--- src/rtl/ov7670_mode_cfg_if.sv ---
// Write-request handshake between the mode configurator and the SCCB write master.
// The master side raises wr_valid with a stable address and data until sccb_done pulses.
interface ov7670_mode_cfg_if;
   logic       wr_valid;
   logic [7:0] wr_addr;
   logic [7:0] wr_data;
   logic       sccb_done;

   modport master (
      output wr_valid,
      output wr_addr,
      output wr_data,
      input  sccb_done
   );

   modport slave (
      input  wr_valid,
      input  wr_addr,
      input  wr_data,
      output sccb_done
   );
endinterface

--- src/rtl/ov7670_mode_cfg.sv ---
// Rewrites the OV7670 format registers whenever the requested rgb/test mode changes,
// and publishes the applied mode only after the sensor has had time to settle.
module ov7670_mode_cfg #(
   parameter int C_SETTLE_CYC  = 1_000_000,
   parameter int C_TIMEOUT_CYC = 2_000_000
) (
   input  logic                      clk,
   input  logic                      rst,
   input  logic                      rgbmode,
   input  logic                      testmode,
   ov7670_mode_cfg_if.master         sccb,
   output logic                      cfg_busy,
   output logic                      cfg_err,
   output logic                      rgbmode_app,
   output logic                      testmode_app
);

   localparam int SET_W = (C_SETTLE_CYC  > 1) ? $clog2(C_SETTLE_CYC)  : 1;
   localparam int TMO_W = (C_TIMEOUT_CYC > 1) ? $clog2(C_TIMEOUT_CYC) : 1;
   localparam logic [SET_W-1:0] SET_LAST = SET_W'(C_SETTLE_CYC - 1);
   localparam logic [TMO_W-1:0] TMO_LAST = TMO_W'(C_TIMEOUT_CYC - 1);

   typedef enum logic [2:0] {
      S_IDLE,
      S_LOAD,
      S_REQ,
      S_NEXT,
      S_SETTLE
   } state_t;

   state_t           state_reg;
   logic             init_reg;
   logic             rgb_l_reg;
   logic             tst_l_reg;
   logic [1:0]       idx_reg;
   logic [SET_W-1:0] set_cnt_reg;
   logic [TMO_W-1:0] tmo_cnt_reg;
   logic             mode_chg;

   assign mode_chg = ({rgbmode, testmode} != {rgb_l_reg, tst_l_reg});

   function automatic logic [7:0] reg_addr(input logic [1:0] idx);
      case (idx)
         2'd0:    reg_addr = 8'h12;
         2'd1:    reg_addr = 8'h40;
         2'd2:    reg_addr = 8'h70;
         default: reg_addr = 8'h71;
      endcase
   endfunction

   function automatic logic [7:0] reg_data(input logic [1:0] idx, input logic rgb, input logic tst);
      case (idx)
         2'd0:    reg_data = {5'b0, rgb, tst, 1'b0};
         2'd1:    reg_data = rgb ? 8'hD0 : 8'hC0;
         2'd2:    reg_data = {tst, 7'h3A};
         default: reg_data = {tst, 7'h35};
      endcase
   endfunction

   always_ff @(posedge clk or posedge rst) begin
      if (rst) begin
         state_reg     <= S_IDLE;
         init_reg      <= 1'b1;
         rgb_l_reg     <= 1'b1;
         tst_l_reg     <= 1'b0;
         idx_reg       <= 2'd0;
         set_cnt_reg   <= '0;
         tmo_cnt_reg   <= '0;
         sccb.wr_valid <= 1'b0;
         sccb.wr_addr  <= 8'h00;
         sccb.wr_data  <= 8'h00;
         cfg_busy      <= 1'b0;
         cfg_err       <= 1'b0;
         rgbmode_app   <= 1'b1;
         testmode_app  <= 1'b0;
      end else begin
         case (state_reg)
            S_IDLE: begin
               if (init_reg || mode_chg)
                  state_reg <= S_LOAD;
            end

            // Table entry 0 is built from the live inputs since the latch updates on this same edge.
            S_LOAD: begin
               rgb_l_reg     <= rgbmode;
               tst_l_reg     <= testmode;
               idx_reg       <= 2'd0;
               init_reg      <= 1'b0;
               cfg_busy      <= 1'b1;
               sccb.wr_valid <= 1'b1;
               sccb.wr_addr  <= reg_addr(2'd0);
               sccb.wr_data  <= reg_data(2'd0, rgbmode, testmode);
               tmo_cnt_reg   <= '0;
               state_reg     <= S_REQ;
            end

            // Done wins over a timeout expiring on the same cycle.
            S_REQ: begin
               if (sccb.sccb_done) begin
                  sccb.wr_valid <= 1'b0;
                  state_reg     <= S_NEXT;
               end else if (tmo_cnt_reg == TMO_LAST) begin
                  sccb.wr_valid <= 1'b0;
                  cfg_err       <= 1'b1;
                  state_reg     <= S_LOAD;
               end else begin
                  tmo_cnt_reg <= tmo_cnt_reg + 1'b1;
               end
            end

            S_NEXT: begin
               if (mode_chg) begin
                  state_reg <= S_LOAD;
               end else if (idx_reg == 2'd3) begin
                  set_cnt_reg <= '0;
                  state_reg   <= S_SETTLE;
               end else begin
                  idx_reg       <= idx_reg + 2'd1;
                  sccb.wr_valid <= 1'b1;
                  sccb.wr_addr  <= reg_addr(idx_reg + 2'd1);
                  sccb.wr_data  <= reg_data(idx_reg + 2'd1, rgb_l_reg, tst_l_reg);
                  tmo_cnt_reg   <= '0;
                  state_reg     <= S_REQ;
               end
            end

            S_SETTLE: begin
               if (mode_chg) begin
                  state_reg <= S_LOAD;
               end else if (set_cnt_reg == SET_LAST) begin
                  rgbmode_app  <= rgb_l_reg;
                  testmode_app <= tst_l_reg;
                  cfg_busy     <= 1'b0;
                  cfg_err      <= 1'b0;
                  state_reg    <= S_IDLE;
               end else begin
                  set_cnt_reg <= set_cnt_reg + 1'b1;
               end
            end

            default: state_reg <= S_IDLE;
         endcase
      end
   end

endmodule

--- src/flat_wrapper.sv ---
// flat-port wrapper written by rule: the top's interface ports become plain ports
module ov7670_mode_cfg_flat 
#(
   parameter int C_SETTLE_CYC  = 1_000_000,
   parameter int C_TIMEOUT_CYC = 2_000_000
)
  (clk, rst, rgbmode, testmode, cfg_busy, cfg_err, rgbmode_app, testmode_app, sccb_wr_valid, sccb_wr_addr, sccb_wr_data, sccb_sccb_done);
  ov7670_mode_cfg_if sccb_i ();
  input  logic clk;
  input  logic rst;
  input  logic rgbmode;
  input  logic testmode;
  output logic cfg_busy;
  output logic cfg_err;
  output logic rgbmode_app;
  output logic testmode_app;
  output wire logic [$bits(sccb_i.wr_valid)-1:0] sccb_wr_valid;
  output wire logic [$bits(sccb_i.wr_addr)-1:0] sccb_wr_addr;
  output wire logic [$bits(sccb_i.wr_data)-1:0] sccb_wr_data;
  input wire logic [$bits(sccb_i.sccb_done)-1:0] sccb_sccb_done;
  assign sccb_wr_valid = sccb_i.wr_valid;
  assign sccb_wr_addr = sccb_i.wr_addr;
  assign sccb_wr_data = sccb_i.wr_data;
  assign sccb_i.sccb_done = sccb_sccb_done;
  ov7670_mode_cfg #(.C_SETTLE_CYC(C_SETTLE_CYC), .C_TIMEOUT_CYC(C_TIMEOUT_CYC)) u_core (.clk(clk), .rst(rst), .rgbmode(rgbmode), .testmode(testmode), .sccb(sccb_i), .cfg_busy(cfg_busy), .cfg_err(cfg_err), .rgbmode_app(rgbmode_app), .testmode_app(testmode_app));
endmodule
--- config.mk ---
export PLATFORM = sky130hd
export DESIGN_NAME = ov7670_mode_cfg_flat
export DESIGN_NICKNAME = d
export VERILOG_FILES = /design/src/rtl/ov7670_mode_cfg_if.sv /design/src/rtl/ov7670_mode_cfg.sv /design/src/flat_wrapper.sv
export SDC_FILE = /design/constraint.sdc
export NUM_CORES = 1
export LEC_CHECK = 0
export ABC_AREA = 1
export CAP_MARGIN = 20
export CORE_ASPECT_RATIO = 0.8
export CORE_MARGIN = 1
export CORE_UTILIZATION = 55
export DETAILED_ROUTE_END_ITERATION = 12
export PLACE_DENSITY = 0.75
export SYNTH_ARGS = -nofsm -noshare
export SYNTH_HDL_FRONTEND = slang
export SYNTH_SLANG_ARGS = --single-unit
--- constraint.sdc ---
create_clock -name clk -period 2.55 [get_ports clk]
set_input_delay 0.51 -clock clk [delete_from_list [all_inputs] [get_ports clk]]
set_output_delay 0.51 -clock clk [all_outputs]
set_load 0.01 [all_outputs]
==> results of run 1 <==
[routing by layer]
metal	track usage, %	share of wire, %
met5	0	0
met4	9.12	0.73
met3	5.49	3.0
met2	37.0	44
met1	33.8	52
[worst max path at each step]
stage                                         to  slack, ps
after detailed placement  u_core.tmo_cnt_reg[16]        320
after global placement    u_core.tmo_cnt_reg[12]        380
after global routing      u_core.set_cnt_reg[18]        180
after CTS                  u_core.set_cnt_reg[6]        410
final                     u_core.set_cnt_reg[19]        450
after floorplan                  u_core.cfg_busy        450
[worst register-to-register path, cell delays in order (launching register included)]
cell	delay, ps
sky130_fd_sc_hd__dfrtp_1	390
sky130_fd_sc_hd__ha_1	220
sky130_fd_sc_hd__nand2_1	100
sky130_fd_sc_hd__nor2_2	200
sky130_fd_sc_hd__nand3_1	180
sky130_fd_sc_hd__o21ai_2	710
sky130_fd_sc_hd__nand2_1	130
sky130_fd_sc_hd__nand2_1	110
[per-stage QoR]
stage	instance area (sq um)	setup slack (ps)	total power [uW]	std cells	hold WS [ps]
after CTS	4340	409	3110	670	459
final	4340	445	3070	670	457
after detailed placement	4160	321	2270	654	448
after global routing	4340	177	3280	670	469
after floorplan	3940	447	2060	560	433
after global placement	4160	377	2250	654	444
[power by group through the flow]
stage	Sequential (uW)	Clock, uW	Combinational [uW]
4_1_cts	1230	854	1030
2_1_floorplan	1260	0	803
3_3_place_gp	1250	0	999
5_1_grt	1250	887	1150
6_report	1230	823	1020
3_5_place_dp	1250	0	1020
[kinds of logic (layout without fill, tap and decap cells)]
kind of cell	count (synthesis)	in the layout	share of synthesized area [%]
buf+inv	71	94	8.56
compound gates	32	32	4.74
xor+xnor	14	14	3.12
flops	64	64	40.8
other cells	1	3	0.0954
fa+ha+maj	9	9	2.86
simple gates	367	367	39.8
[cells in the mapped netlist (3+ instances only)]
library cell and count:
sky130_fd_sc_hd__a21oi_1 7, sky130_fd_sc_hd__ha_1 9, sky130_fd_sc_hd__nor3_1 11, sky130_fd_sc_hd__nand2_1 221, sky130_fd_sc_hd__nor2_1 60, sky130_fd_sc_hd__dfstp_2 3, sky130_fd_sc_hd__nor2_2 5, sky130_fd_sc_hd__nand4_1 9
sky130_fd_sc_hd__buf_2 3, sky130_fd_sc_hd__o21ai_2 4, sky130_fd_sc_hd__dfrtp_1 61, sky130_fd_sc_hd__o21bai_1 3, sky130_fd_sc_hd__inv_2 6, sky130_fd_sc_hd__nand3_1 41, sky130_fd_sc_hd__xor2_1 10, sky130_fd_sc_hd__buf_6 4
sky130_fd_sc_hd__buf_4 9, sky130_fd_sc_hd__inv_1 48, sky130_fd_sc_hd__o21ai_1 4, sky130_fd_sc_hd__or2_2 8, sky130_fd_sc_hd__nand2_2 4, sky130_fd_sc_hd__o21ai_0 12, sky130_fd_sc_hd__nand3b_1 3, sky130_fd_sc_hd__xnor2_1 4
[cell type report]
| cell class | count | area [sq um] |
|---|---|---|
| clock inverters | 4 | 45.0 |
| inverters | 55 | 209 |
| clock buffers | 12 | 135 |
| well taps | 87 | 109 |
| fillers | 630 | 2550 |
| repair buffers | 23 | 240 |
| flip-flops and latches | 64 | 1610 |
| multi-input cells | 425 | 2000 |
==> results by group, run 1 <==
Clocking
  – Setup repair bufs after CTS: 0
  – Root cell of the clock tree: sky130_fd_sc_hd__clkbuf_8
  – TritonCTS clock tree: done
  – Number of CTS-inserted buffers: 9
  – Clock slew seen by the registers of the worst setup and hold paths: 70 ps
  – Number of buffers on the longest clock path: 2
  – Cts repair resizes: 0
  – Clock Sink Count: 64
  – Hold-fix buffers, CTS: 0
  – CTS HTree Levels: 3
  – Insertion delay to the later sink of the worst-skew pair: 340 ps

Global routing
  – Initial antenna violation count: 0
  – Leftover overflow at the end of global routing: 0
  – Via count of the first global-routing pass: approximately 3200
  – Pin count of the biggest net entering global routing: 47
  – Global-route usage over all layers: 24.4%
  – First-pass GRT wire length: 14200 um

Timing
  – Total setup violations reported at the end of the flow: 0
  – Slew Viols, Final: 0
  – Maximum clock rate: between 400 and 500 MHz
  – Min Clock Period, post-route: 2100 ps
  – Part of the cycle the worst path needs: 82.5%
  – Tightest slew margin relative to the limit: 41.9%
  – Clock skew after layout: 3.69 ps
  – Count of endpoints failing hold in the final timing report: 0
  – Unrepaired setup endpoints after global routing: false
  – Slew at the pin closest to its max-slew limit: 872 ps
  – Accumulated negative setup slack: 0 ps

Floorplan
  – I/O pin cnt: 26
  – Initial core utilization: 57.1%
  – Total number of placement rows: 27
  – Placeable Area: 0.00689 sq mm
  – Horizontal extent of the die: around 97 um
  – Die height: just under 80 um
  – Total Die Area: 0.00749 sq mm

Setup path
  – Worst Setup Path Type: reg -> reg
  – Buf+Inv Stages, Crit Path: 0
  – Highest fanout seen on the critical path: 21
  – Endpoint required time on the critical path: between 2000 and 3000 ps
  – Top cell family by delay on the critical path: simple AND/OR/NAND/NOR gates
  – Crit path largest cell delay: 710 ps
  – Arrival @ worst endpoint: approximately 2400 ps
  – Count of cell instances traversed by the critical path: 7
  – Destination of the worst register-to-register timing path: u_core.set_cnt_reg[19]
  – Worst path most repeated cell: sky130_fd_sc_hd__nand2_1
  – Launching element type of the critical path: flip-flop
  – Path depth of the worst reg2reg path: 7
  – Startpoint of the worst setup timing path: u_core.set_cnt_reg[0]
  – Cells traversed along the worst timing path: ha_1 -> nand2_1 -> nor2_2 -> nand3_1 -> o21ai_2 -> nand2_1 -> nand2_1
  – Worst path slowest cell: sky130_fd_sc_hd__o21ai_2
  – Critical path capture point type: flip-flop
  – Worst reg2reg startpoint: u_core.set_cnt_reg[0]
  – Worst-case register-to-register setup slack: 450 ps

Layout
  – Most frequent standard cell in the layout excluding fill and tap cells: sky130_fd_sc_hd__nand2_1
  – Share of final-layout standard cells stronger than drive strength 1: between 8 and 9%
  – Core Util, Final: 63.0%
  – Number of nets in the final layout: 592
  – Synth-to-Final Area Change: 10.4%
  – Top library cells by usage in the layout, fill and taps aside: sky130_fd_sc_hd__nand2_1, sky130_fd_sc_hd__dfrtp_1, sky130_fd_sc_hd__nor2_1
  – Number of flip-flops in the largest register: 21
  – Antenna diode instance count: 0

Hold path
  – Worst hold endpoint: u_core.init_reg
  – Class of the tightest hold or removal check: reg -> reg
  – Min-Delay Startpoint: u_core.init_reg
  – Worst hold path depth: 2

Pwr
  – Register share of total power: 40.1%
  – Leak pwr: ~0.0022 uW
  – PwrDens: 707 mW/mm^2
  – Combinational cell fraction of total power: 33.1%
  – Relative contribution of the clock network to total power: 26.8%
  – Net switching power: 1130 uW
  – Fraction of power spent switching nets: 37.0%
  – Internal power contribution: 1930 uW
  – Worst IR drop on VDD: 495 uV

Logic synthesis
  – Combined area of all synthesized cells: 0.00393 sq mm
  – Number of unique standard cell types used by synthesis: 33
  – Yosys reg bits: 64
  – Most used flip-flop cell after synthesis: sky130_fd_sc_hd__dfrtp_1
  – Proportion of synthesized chip area in sequential cells: 40.8%
  – Total number of yosys warnings: 0
  – Number of enable-type register cells in the synthesized netlist: 0
  – Instance count of the mapped netlist: approximately 560
  – Main area contributors after synthesis: sky130_fd_sc_hd__dfrtp_1, sky130_fd_sc_hd__nand2_1, sky130_fd_sc_hd__nor2_1, sky130_fd_sc_hd__nand3_1, sky130_fd_sc_hd__inv_1
  – Synth area leader: sky130_fd_sc_hd__dfrtp_1
  – FFs w/ async S/R, synth: 100%
  – Mean Syn Cell Area: a little over 7 sq um
  – Fraction of synthesized cell area taken by the top area cell type: between 30% and 40%

Drt
  – Wirelength per Cell: 11.9 um
  – Sum of routed wire length over all layers: approximately 8000 um
  – TritonRoute pass-1 iters: 5
  – Drt via density: 5.03
  – Via count: 3368
  – DRT iter0 DRCs: 163
  – Drc violations: 0
  – Antenna-violating nets left: 0

Place
  – Placed wire-length estimate after detailed placement: 5680 um
  – Count of port buffers added during placement: 22
  – Routability cong.: 0.884

Run
  – Max_cap viols: 0

Status
  – Result of the run: completed
Note: power is estimated with default switching activity, not from simulation.
==> run 2, diff against run 1 <==
CORE_UTILIZATION = 54   (was 55)
PLACE_DENSITY = 0.77   (was 0.75)
clock period = 1.7 ns   (was 2.55 ns; I/O delays follow)
==> results by group, run 2 (synthesis gave the netlist of run 1 again) <==
Setup path
  – Cells traversed along the worst timing path: ha_2 -> nand3_2 -> nor2_2 -> nand4_1 -> nor2_2 -> inv_2 -> nand2_4 -> clkbuf_16 -> nand2_1 -> nand2_1
  – Path depth of the worst reg2reg path: 10
  – Crit path largest cell delay: around 380 ps
  – Endpoint required time on the critical path: 1970 ps
  – Highest fanout seen on the critical path: 10
  – Launching element type of the critical path: flip-flop
  – Worst reg2reg startpoint: u_core.tmo_cnt_reg[1]
  – Worst path slowest cell: sky130_fd_sc_hd__dfrtp_1
  – Buf+Inv Stages, Crit Path: 2
  – Top cell family by delay on the critical path: simple AND/OR/NAND/NOR gates
  – Critical path capture point type: flip-flop
  – Worst Setup Path Type: reg -> reg
  – Destination of the worst register-to-register timing path: u_core.tmo_cnt_reg[11]
  – Arrival @ worst endpoint: 1920 ps
  – Worst-case register-to-register setup slack: between 50 and 60 ps

Pwr
  – Worst IR drop on VDD: 903 uV
  – PwrDens: between 1000 and 1500 mW/mm^2
  – Final Power: 5080 uW
  – Leak pwr: 0.00236 uW

Layout
  – Post-Layout Cell Count: 707
  – Top library cells by usage in the layout, fill and taps aside: sky130_fd_sc_hd__nand2_1, sky130_fd_sc_hd__dfrtp_1, sky130_fd_sc_hd__nor2_1
  – Number of nets in the final layout: 629
  – Number of fillers in the final layout: 589
  – Share of final-layout standard cells stronger than drive strength 1: 16.8%
  – Synth-to-Final Area Change: 20.7%
  – Antenna diode instance count: 0
  – Final design area excluding fillers: ~0.0047 sq mm
  – Most frequent standard cell in the layout excluding fill and tap cells: sky130_fd_sc_hd__nand2_1
  – Number of flip-flops in the largest register: 21

Clocking
  – TritonCTS clock tree: done
  – Root cell of the clock tree: sky130_fd_sc_hd__clkbuf_8
  – Clock Sink Count: 64
  – Number of buffers on the longest clock path: 2
  – Number of CTS-inserted buffers: 9
  – Clock slew seen by the registers of the worst setup and hold paths: 70 ps
  – CTS HTree Levels: 3
  – Hold-fix buffers, CTS: 0
  – Insertion delay to the later sink of the worst-skew pair: roughly 340 ps

Drt
  – Drt via density: 5.10
  – Via count: 3604
  – Antenna-violating nets left: 0
  – DRT iter0 DRCs: 159
  – TritonRoute pass-1 iters: 5
  – Sum of routed wire length over all layers: 8590 um
  – Wirelength per Cell: 12.2 um
  – Drc violations: 0

Timing
  – Slew Viols, Final: 0
  – Unrepaired setup endpoints after global routing: true
  – Accumulated negative setup slack: 0 ps
  – Part of the cycle the worst path needs: around 97%
  – Least setup slack across all paths after layout: around 58 ps
  – Total setup violations reported at the end of the flow: 0
  – Min Clock Period, post-route: about 1600 ps
  – Clock skew after layout: 7.49 ps
  – Maximum clock rate: 609 MHz
  – Count of endpoints failing hold in the final timing report: 0

Floorplan
  – Total Die Area: 0.00763 sq mm
  – Total number of placement rows: 27
  – Placeable Area: just under 0.007 sq mm
  – Die height: 78.3 um
  – I/O pin cnt: 26
  – Initial core utilization: a little under three fifths
  – Horizontal extent of the die: about 97 um

Run
  – Max_cap viols: 0

Place
  – Count of port buffers added during placement: 22
  – Routability cong.: 0.876
  – Placed wire-length estimate after detailed placement: 6210 um
  – Setup slack at placement: -177 ps
  – Placed standard-cell area: 0.00446 sq mm
  – Cells after DPL: 687

Status
  – Result of the run: completed

Hold path
  – Class of the tightest hold or removal check: in -> async

Global routing
  – Pin count of the biggest net entering global routing: 26
  – Via count of the first global-routing pass: 3382
  – Global-route usage over all layers: between 20% and 30%
  – Leftover overflow at the end of global routing: 0
  – First-pass GRT wire length: about 15000 um
  – Initial antenna violation count: 0
## run 2: power breakdown
group	internal [uW]	switching (uW)	total, uW
Clock	562	569	1130
Combinational	929	1200	2130
Sequential	1700	116	1820
Total	3190	1880	5080
## run 2: repair_timing
item	in CTS	in global routing
setup buffers	0	3
pin swaps	0	7
resized for setup	3	21
endpoints found under the setup margin	3	46
cloned	0	1
## run 2: final cells by class
| type | instances | area [sq um] | area share [%] |
|---|---|---|---|
| Clock inverter | 4 | 22.5 | 0.475 |
| Sequential cell | 64 | 1610 | 33.9 |
| Multi-Input combinational cell | 425 | 2070 | 43.6 |
| Timing Repair Buffer | 60 | 582 | 12.3 |
| Inverter | 55 | 213 | 4.48 |
| Tap cell | 87 | 109 | 2.29 |
| Clock buffer | 12 | 145 | 3.06 |
## run 2: worst max path at each step
stage                              to                   from  cells past startpoint  slack (ps)
2_1_floorplan  u_core.sccb.wr_data[4]    u_core.state_reg[2]                      9         240
3_3_place_gp    u_core.tmo_cnt_reg[5]                rgbmode                     10        -130
3_5_place_dp    u_core.tmo_cnt_reg[5]               testmode                     10        -180
4_1_cts        u_core.set_cnt_reg[12]  u_core.set_cnt_reg[0]                      9          40
5_1_grt        u_core.tmo_cnt_reg[11]  u_core.tmo_cnt_reg[1]                     10         -30
6_report       u_core.tmo_cnt_reg[11]  u_core.tmo_cnt_reg[1]                     10          60
## run 2: through the flow
stage	utilization [%]	hold WS [ps]
after floorplan	-	433
after global placement	64.1	442
after detailed placement	64.1	452
after CTS	66.5	292
after global routing	68.2	295
final	68.2	291
## run 2: metal layers
layer,up-vias,GRT usage [%],wire [um]
met1,1678,31.2,4050
met3,7,4.90,385
li1,1846,-,-
met5,-,0,0
met2,73,39.3,4060
met4,0,8.53,99
## run 2: worst register-to-register path, stage by stage (launching register included)
cell and delay, ps:
sky130_fd_sc_hd__dfrtp_1 380, sky130_fd_sc_hd__ha_2 210, sky130_fd_sc_hd__nand3_2 110, sky130_fd_sc_hd__nor2_2 110, sky130_fd_sc_hd__nand4_1 150, sky130_fd_sc_hd__nor2_2 200, sky130_fd_sc_hd__inv_2 60, sky130_fd_sc_hd__nand2_4 90
sky130_fd_sc_hd__clkbuf_16 160, sky130_fd_sc_hd__nand2_1 50, sky130_fd_sc_hd__nand2_1 60
